$ cat src/rtl/seg_scan_driver.sv
// Time-multiplexed 4-digit seven-segment driver with a double-buffered display word.
// Optional per-digit blinking is compiled in with `define BLINK_EN.
module seg_scan_driver #(
    parameter int unsigned SCAN_DIV = 100000
) (
    input  logic        clk,
    input  logic        rst,
    input  logic        load,
    input  logic [15:0] value,
    input  logic        neg,
    input  logic [3:0]  dp,
    input  logic        blank_lz,
`ifdef BLINK_EN
    input  logic [3:0]  blink,
`endif
    output logic        ack,
    output logic        pending,
    output logic [7:0]  seg,
    output logic [3:0]  ena
);

    localparam int unsigned PW = (SCAN_DIV > 2) ? $clog2(SCAN_DIV) : 1;
    localparam int unsigned BW = 8;

    typedef struct packed {
        logic [15:0] value;
        logic        neg;
        logic [3:0]  dp;
        logic        blank_lz;
`ifdef BLINK_EN
        logic [3:0]  blink;
`endif
    } word_t;

    localparam word_t WORD_BLANK = '{value: 16'hFFFF, default: '0};

    function automatic logic [7:0] seg_pattern(input logic [3:0] n);
        logic [7:0] p;
        case (n)
            4'h0:    p = 8'h3F;
            4'h1:    p = 8'h06;
            4'h2:    p = 8'h5B;
            4'h3:    p = 8'h4F;
            4'h4:    p = 8'h66;
            4'h5:    p = 8'h6D;
            4'h6:    p = 8'h7D;
            4'h7:    p = 8'h07;
            4'h8:    p = 8'h7F;
            4'h9:    p = 8'h6F;
            4'hA:    p = 8'h40;
            default: p = 8'h00;
        endcase
        return p;
    endfunction

    logic [PW-1:0] presc_q, presc_d;
    logic [1:0]    idx_q, idx_d;
    word_t         active_q, active_d;
    word_t         shadow_q, shadow_d;
    logic          pending_q, pending_d;
    logic          ack_q, ack_d;
    logic [7:0]    seg_q, seg_d;
    logic [3:0]    ena_q, ena_d;
`ifdef BLINK_EN
    logic [BW-1:0] blink_cnt_q, blink_cnt_d;
    logic          phase_q, phase_d;
`endif

    logic       tick;
    logic       swap;
    word_t      in_word;
    logic [3:0] nib;
    logic [3:0] zero_above;
    logic [7:0] glyph;

    always_comb begin
        tick     = (presc_q == PW'(SCAN_DIV - 1));
        presc_d  = tick ? '0 : presc_q + PW'(1);
        idx_d    = tick ? idx_q + 2'd1 : idx_q;
        swap     = tick && (idx_q == 2'd3) && pending_q;

        in_word          = WORD_BLANK;
        in_word.value    = value;
        in_word.neg      = neg;
        in_word.dp       = dp;
        in_word.blank_lz = blank_lz;
`ifdef BLINK_EN
        in_word.blink    = blink;
`endif

        // Swap reads the pre-edge shadow, so a simultaneous load stays pending.
        active_d  = swap ? shadow_q : active_q;
        shadow_d  = load ? in_word : shadow_q;
        pending_d = load ? 1'b1 : (swap ? 1'b0 : pending_q);
        ack_d     = swap;

        zero_above[3] = (active_q.value[15:12] == 4'h0);
        zero_above[2] = zero_above[3] && (active_q.value[11:8] == 4'h0);
        zero_above[1] = zero_above[2] && (active_q.value[7:4] == 4'h0);
        zero_above[0] = 1'b0;

        nib   = active_q.value[{idx_q, 2'b00} +: 4];
        glyph = seg_pattern(nib);
        if (active_q.blank_lz && zero_above[idx_q]) begin
            glyph = 8'h00;
        end
        if (active_q.neg && (idx_q == 2'd3)) begin
            glyph = 8'h40;
        end
        glyph[7] = active_q.dp[idx_q];

`ifdef BLINK_EN
        // Phase flips every 256 ticks, i.e. every 64 frames.
        blink_cnt_d = tick ? blink_cnt_q + BW'(1) : blink_cnt_q;
        phase_d     = (tick && (blink_cnt_q == {BW{1'b1}})) ? ~phase_q : phase_q;
        if (phase_q && active_q.blink[idx_q]) begin
            glyph = 8'h00;
        end
`endif

        seg_d = glyph;
        ena_d = 4'b0001 << idx_q;
    end

    always_ff @(posedge clk or posedge rst) begin
        if (rst) begin
            presc_q     <= '0;
            idx_q       <= 2'd0;
            active_q    <= WORD_BLANK;
            shadow_q    <= WORD_BLANK;
            pending_q   <= 1'b0;
            ack_q       <= 1'b0;
            seg_q       <= 8'h00;
            ena_q       <= 4'h0;
`ifdef BLINK_EN
            blink_cnt_q <= '0;
            phase_q     <= 1'b0;
`endif
        end else begin
            presc_q     <= presc_d;
            idx_q       <= idx_d;
            active_q    <= active_d;
            shadow_q    <= shadow_d;
            pending_q   <= pending_d;
            ack_q       <= ack_d;
            seg_q       <= seg_d;
            ena_q       <= ena_d;
`ifdef BLINK_EN
            blink_cnt_q <= blink_cnt_d;
            phase_q     <= phase_d;
`endif
        end
    end

    assign ack     = ack_q;
    assign pending = pending_q;
    assign seg     = seg_q;
    assign ena     = ena_q;

endmodule

$ cat config.mk
export PLATFORM = sky130hd
export DESIGN_NAME = seg_scan_driver
export DESIGN_NICKNAME = d
export VERILOG_FILES = /design/src/rtl/seg_scan_driver.sv
export SDC_FILE = /design/constraint.sdc
export NUM_CORES = 1
export LEC_CHECK = 0
export BUFFER_PORTS_ARGS = -buffer_cell sky130_fd_sc_hd__buf_2
export CAP_MARGIN = 10
export CORE_ASPECT_RATIO = 0.9
export CORE_UTILIZATION = 55
export DETAILED_ROUTE_END_ITERATION = 8
export GPL_TIMING_DRIVEN = 0
export PLACE_DENSITY = 0.76
export SLEW_MARGIN = 40
export SYNTH_ARGS = -nofsm -noshare
export SYNTH_HDL_FRONTEND = slang
export SYNTH_SLANG_ARGS = --single-unit
$ cat constraint.sdc
create_clock -name clk -period 2.8 [get_ports clk]
set_clock_uncertainty 0.15 [all_clocks]
set_input_delay 0.28 -clock clk [delete_from_list [all_inputs] [get_ports clk]]
set_output_delay 0.28 -clock clk [all_outputs]
set_load 0.01 [all_outputs]
==> results of run 1 <==
-- kinds of logic after synthesis --
kind of cell,synth area share (%)
buffers and inverters,4.02
flip-flops,55.4
XOR/XNOR,3.46
multiplexers,20.0
AND/OR/NAND/NOR,10.0
adder cells (fa/ha/maj),3.53
AO/OA/AOI/OAI,3.56
-- cells in the final DEF (no fill, tap or decap), drive strengths merged, types with 7 or more instances in the layout --
master and n:
clkbuf 15, o21ai 10, inv 8, nand3 9, xnor2 11, dfstp 32, dfrtp 45, mux2 45
nor3 7, nor2 9, nand2 9, ha 10, buf 47
-- critical path, stage by stage (launching register included) --
cell,delay [ps]
dfrtp_1,390
buf_6,170
mux4_2,600
inv_1,140
ha_1,170
inv_1,40
mux2_1,280
o22a_1,190
nor3_2,90
-- worst paths after layout --
path / depth (start not counted) / slack [ps] / endpoint / from
worst min-delay path: 2 / 10 / shadow_q[10]$_DFFE_PP1P_ / value[4]
worst max register to register: 8 / 490 / seg[4]$_DFF_PP0_ / idx_q[0]$_DFFE_PP0N_
max in group asynchronous: 4 / 1630 / shadow_q[19]$_DFFE_PP1P_ / rst
worst max-delay path: 8 / 490 / seg[4]$_DFF_PP0_ / idx_q[0]$_DFFE_PP0N_
min in group asynchronous: 3 / 290 / ack$_DFF_PP0_ / rst
worst min register to register: 1 / 350 / presc_q[0]$_DFF_PP0_ / presc_q[0]$_DFF_PP0_
-- cell type report --
| cell class | instances | area share, % |
|---|---|---|
| clock inverter | 5 | 1.36 |
| tap | 87 | 2.62 |
| clock buffer | 11 | 3.92 |
| timing repair buffer | 44 | 6.45 |
| buffer | 12 | 2.71 |
| inverter | 8 | 0.844 |
| multi-input combinational | 154 | 34.7 |
| sequential | 77 | 47.4 |
-- where the power goes --
| group | switching, mW | internal [mW] | total, mW |
|---|---|---|---|
| clock network | 0.397 | 0.488 | 0.885 |
| registers | 0.0178 | 1.16 | 1.18 |
| logic | 0.0417 | 0.0503 | 0.0920 |
-- metal layers --
metal / up-vias / track usage (%)
met5: - / 0
met1: 1028 / 26.8
li1: 993 / -
met3: 5 / 5.99
met4: 0 / 7.50
met2: 45 / 32.4
-- state kept, by name (all words and copies together), names as in the netlist --
name and flops:
presc_q 17, seg 8, ena 4, ack 1, pending 1, active_q 22
idx_q 2, shadow_q 22
==> metrics.txt, run 1 <==
outcome=completed; Synth top cells by count=dfrtp_1, dfstp_2, mux2_2; Synth top area share=31.7%; Inserted Diodes=0; area leader, netlist=dfrtp_1; number of global-route vias before repair=2110; clk_lat worst skew=340 ps; met3 WL=267 um; hold slack=13.0 ps; initial antenna violation count=0; total track usage=20.4%; Max H-tree Level=3; Mapped Area=0.00355 mm^2; ys async rst share=100%; Critical Path RT=2920 ps; drt wl/cell=15.0 um; actual slew at the worst max-slew pin=629 ps; CTS Hold Bufs=5; setup violators final=0; FF+latch count, synth=77; placed cells=377; fillers=463; DR iter-0 viols=70; number of top-level pins=39; Die Y=78.2 um; largest net degree at the start of global routing=49; die area=0.00678 mm^2; Worst Path Arrival=2430 ps; Crit Path Max Fanout=8; total global routing overflow=0; Final Hold Vio Count=0; setup bufs post-CTS=0; via count=2071; clk slew on worst S/H paths=80 ps; HP Class=input port to flop; met2 wire length=2940 um; max-slew violations=0; Die X=86.7 um; pre-CTS setup slack=505 ps; Clock Sinks=77; max_cap viols=0; post_cts resized=0; via/cell ratio=5.20; P&R area growth vs syn=16.9%; Min Clock Period, post-route=2310 ps; power per cell area=520 mW/mm^2; Static Leak=1.76 nW; effective utilization at floorplan=57.4%; total power=2.16 mW; placed inst area=0.00388 mm^2; final non-filler cell total=398; Mapped Cells=251; Startpoint Class=flop; Post-synth EDFFs=0; FMAX=0.433 GHz; DP Wirelength=4150 um; CTS tree=built; area of the multi-input gates=0.00144 mm^2; DRT Wirelength=5990 um; syn_nets=286; RSZ-0062 raised after global routing=false; post-route cell area=0.00415 mm^2; Area contributors post-synth=dfrtp_1, dfstp_2, mux2_4, mux2_2, ha_1; final worst slack=490 ps; Syn Area/Cell=14.1 um^2; CORE AREA=0.00618 mm^2; Longest Clk Path Bufs=2; CP endpoint kind=flop; GP Congestion=0.807; CTS Root Cell=clkbuf_8; Port Buffers=38; CTS buffer count=9; Seq/Total Area, Yosys=55.4%; Distinct cells, synth=44; row cnt=27; most common cell in the netlist=dfrtp_1; wire length on met1=2730 um; Final ANT Viol Nets=0; Rel. slew slack=58.1%; Yosys Warn Count=0; DRC violations left=0; Final #Nets=341; layout cells sized above 1=49.5%; crit share post-route=82.5%; worst setup path category=flop to flop; final core area utilization=67.1%; Top Metal Used=met4; first-pass GRT wire length=10200 um; VDD IR-drop max=0.416 mV; Top FF cell, synth=dfrtp_1; register area=0.00197 mm^2; DR pass1 iterations=4; setup TNS=0 ps
No activity file was read; power rests on OpenSTA's default activity.
==> run 2: changes to the inputs <==
Settings changed: CORE_UTILIZATION 55 to 52, PLACE_DENSITY 0.76 to 0.75.
Clock period 2.8 ns to 2.1 ns, I/O delays scaled along.
==> run 2 against run 1 <==
  * Largest power group unchanged
  * The run now ends with negative setup slack left
  * Count of clock-buffer cells in the layout increased by 3
  * Clock power rose by 22%
  * Sequential cell count unchanged
  * Critical path type unchanged
==> metrics.txt, run 2 (synthesis results as in run 1) <==
outcome=finished with violations; failing checks=negative setup slack; total global routing overflow=0; clk_lat worst skew=350 ps; Final #Nets=381; Static Leak=1.96 nW; initial antenna violation count=0; P&R area growth vs syn=29.1%; number of global-route vias before repair=2166; GP Congestion=0.811; Die X=89.1 um; pre-CTS setup slack=-155 ps; first-pass GRT wire length=10800 um; Critical Path RT=2220 ps; Final Hold Vio Count=0; Worst Path Arrival=2260 ps; DP Wirelength=4330 um; largest net degree at the start of global routing=25; most frequent cells in the layout=dfrtp_1, buf_2, dfstp_2; final worst slack=-42.6 ps; leading cell type in the layout, fill and taps excluded=dfrtp_1; fillers=486; DR pass1 iterations=4; die area=0.00716 mm^2; FMAX=0.467 GHz; Final ANT Viol Nets=0; setup TNS=-42.6 ps; effective utilization at floorplan=53.9%; Longest Clk Path Bufs=2; CTS tree=built; total track usage=20.7%; CP endpoint kind=flop; CTS buffer count=9; VDD IR-drop max=0.460 mV; setup violators final=1; R2R setup slack=-40 ps; Crit Path Max Fanout=3; Clock Sinks=77; DR iter-0 viols=87; Die Y=80.4 um; CORE AREA=0.00659 mm^2; Startpoint Class=flop; DRT Wirelength=6700 um; layout cells sized above 1=51.9%; via/cell ratio=5.20; worst setup path category=flop to flop; row cnt=28; Inserted Diodes=0; via count=2293; drt wl/cell=15.2 um; Largest regs=active_q: 22 flops, shadow_q: 22 flops, presc_q: 17 flops; RSZ-0062 raised after global routing=true; DRC violations left=0; crit share post-route=102%; actual slew at the worst max-slew pin=620 ps; Min Clock Period, post-route=2140 ps; clk slew on worst S/H paths=80 ps; max_cap viols=0; Max H-tree Level=3; Rel. slew slack=58.7%; max-slew violations=0; CTS Root Cell=clkbuf_8; total power=2.81 mW; HP Class=input port to flop; number of top-level pins=39; power per cell area=614 mW/mm^2; Port Buffers=38
[run 2: through the flow]
stage / area [um^2] / util (%) / std cells / hold slack, ps
after CTS: 4470 / 67.9 / 431 / 62.9
after detailed placement: 3940 / 59.8 / 382 / 118
final: 4580 / 69.6 / 441 / 71.2
after global routing: 4580 / 69.6 / 441 / 74.0
after global placement: 3870 / 58.7 / 379 / 292
after floorplan: 3560 / - / 251 / 212
[run 2: critical path: stages (launching register included)]
cell and delay (ps):
dfrtp_1 370, buf_6 120, mux4_2 520, inv_2 120, ha_4 150, inv_2 30, mux2_4 240, o22a_1 180
nor3_2 170
[run 2: layout make-up]
type / instances / area, um^2 / area share, %
clock buffer: 14 / 183 / 3.99
buffer: 11 / 105 / 2.29
sequential: 77 / 1970 / 42.9
clock inverter: 2 / 12.5 / 0.273
tap: 90 / 113 / 2.46
timing repair buffer: 85 / 693 / 15.1
multi-input combinational: 154 / 1480 / 32.2
inverter: 8 / 33.8 / 0.737
[run 2: power by group]
part           internal, mW  switching, mW  total (mW)
Combinational        0.0964         0.0638       0.160
Clock                 0.561          0.520        1.08
Sequential             1.55         0.0230        1.57
[run 2: final timing paths]
check	endpoint	cells after the start	startpoint
worst max-delay path	seg[4]$_DFF_PP0_	8	idx_q[1]$_DFFE_PP0N_
worst min-delay path	shadow_q[21]$_DFFE_PP1P_	2	load
worst max register to register	seg[4]$_DFF_PP0_	8	idx_q[1]$_DFFE_PP0N_
worst min register to register	presc_q[4]$_DFF_PP0_	1	presc_q[4]$_DFF_PP0_
max in group asynchronous	active_q[6]$_DFFE_PP1P_	5	rst
min in group asynchronous	ack$_DFF_PP0_	3	rst
[run 2: what timing repair did]
action / 4_1_cts / 5_1_grt
endpoints found under the setup margin: 23 / 26
endpoints found under the hold margin: 32 / 0
cloned: 1 / 1
hold buffers: 23 / 0
setup buffers: 9 / 11
pin swaps: 0 / 3
gates resized for setup: 5 / 6
[run 2: metal layers]
metal | GRT usage (%) | routed length, um
met1 | 27.6 | 3020
met2 | 32.2 | 3240
met3 | 4.01 | 259
met4 | 11.0 | 174
met5 | 0 | 0
==> run 3: changes to the inputs <==
Settings changed: CAP_MARGIN 10 to 15, CORE_UTILIZATION 52 to 55, CTS_BUF_LIST from default to sky130_fd_sc_hd__clkbuf_2 sky130_fd_sc_hd__clkbuf_4 sky130_fd_sc_hd__clkbuf_8, PLACE_DENSITY 0.75 to 0.79, SKIP_LAST_GASP from default to 1.
==> run 3 against run 2 <==
  * The flow still finishes with violations (negative setup slack)
  * Sequential cell count did not move
  * Count of clock-buffer cells in the layout fell by 1
  * Non-clock buffer count increased by 1
==> metrics.txt, run 3 (synthesis results as in run 1) <==
outcome=finished with violations; failing checks=negative setup slack; worst setup path category=flop to flop; placed inst area=0.00390 mm^2; power per cell area=635 mW/mm^2; FMAX=0.465 GHz; total power=2.90 mW; die area=0.00678 mm^2; Clock Sinks=77; leading cell type in the layout, fill and taps excluded=dfrtp_1; Final #Nets=382; DR pass1 iterations=4; Die X=86.7 um; Crit Path Max Fanout=7; final non-filler cell total=439; HP Class=input port to flop; initial antenna violation count=0; clk slew on worst S/H paths=80 ps; final worst slack=-49.5 ps; row cnt=27; Rel. slew slack=55.6%; CTS tree=built; Die Y=78.2 um; max-slew violations=0; DR iter-0 viols=126; effective utilization at floorplan=57.4%; actual slew at the worst max-slew pin=667 ps; drt wl/cell=15.9 um; Largest regs=active_q: 22 flops, shadow_q: 22 flops, presc_q: 17 flops; CTS Root Cell=clkbuf_8; Critical Path RT=2220 ps; Longest Clk Path Bufs=2; DP Wirelength=4270 um; CORE AREA=0.00618 mm^2; DRT Wirelength=6980 um; DRC violations left=0; max_cap viols=0; setup violators final=2; Static Leak=1.96 nW; placed cells=378; post-route cell area=0.00458 mm^2; number of global-route vias before repair=2295; P&R area growth vs syn=29.0%; total global routing overflow=0; Inserted Diodes=0; number of top-level pins=39; clk_lat worst skew=350 ps; final core area utilization=74.0%; Port Buffers=38; total track usage=23.0%; Startpoint Class=flop; Worst Path Arrival=2270 ps; CTS buffer count=9; via count=2310; layout cells sized above 1=52.6%; CP endpoint kind=flop; via/cell ratio=5.26; Final ANT Viol Nets=0; crit share post-route=102%; Final Hold Vio Count=0; first-pass GRT wire length=11400 um; Max H-tree Level=3; RSZ-0062 raised after global routing=true; GP Congestion=0.876; Min Clock Period, post-route=2150 ps; VDD IR-drop max=0.472 mV; largest net degree at the start of global routing=29; most frequent cells in the layout=dfrtp_1, buf_2, dfstp_2
run 3: timing repair:
item | CTS | global route
endpoints found under the setup margin | 24 | 27
endpoints found under the hold margin | 32 | 0
pin swaps | 1 | 7
hold buffers | 23 | 0
setup buffers | 8 | 14
cloned | 1 | 1
resized for setup | 7 | 4
run 3: worst paths after layout:
path	end	from	slack (ps)	cells after the start
min	shadow_q[5]$_DFFE_PP0P_	load	50	2
min reg2reg	presc_q[4]$_DFF_PP0_	presc_q[4]$_DFF_PP0_	350	1
max	seg[4]$_DFF_PP0_	idx_q[0]$_DFFE_PP0N_	-50	8
min in group asynchronous	presc_q[2]$_DFF_PP0_	rst	310	3
max reg2reg	seg[4]$_DFF_PP0_	idx_q[0]$_DFFE_PP0N_	-50	8
max in group asynchronous	shadow_q[6]$_DFFE_PP1P_	rst	910	4
run 3: layout make-up:
cell class	instances	area, um^2
plain buffers	10	93.8
clock buffers	13	173
clock inverters	3	42.5
fillers	383	1610
inverters	8	33.8
multi-input cells	154	1480
flip-flops and latches	77	1970
well taps	87	109
repair buffers	87	678
run 3: critical path, stage by stage (launching register included):
cell     delay [ps]
dfrtp_1         360
buf_6           150
mux4_2          530
inv_2           120
ha_4            140
inv_1            40
mux2_4          250
o22a_1          180
nor3_2          160
run 3: report_power, final:
part           internal (mW)  switching [mW]
combinational         0.0908          0.0621
clock                  0.658           0.520
sequential              1.55          0.0244
run 3: layer usage:
layer	global-route usage [%]	vias to the layer above	share of wire, %	wire length, um
met5	0	-	0	0
met1	29.4	1146	44	3060
met3	5.68	13	4.0	282
met4	8.83	0	2.1	144
li1	-	1081	-	-
met2	37.9	70	50	3490
run 3: through the flow:
step	hold WS [ps]	setup TNS (ps)	worst slack [ps]
2_1_floorplan	212	0	1.32
3_3_place_gp	292	-1290	-147
3_5_place_dp	144	-1630	-163
4_1_cts	22.3	-74.9	-73.9
5_1_grt	42.6	-405	-128
6_report	52.7	-52.5	-49.5
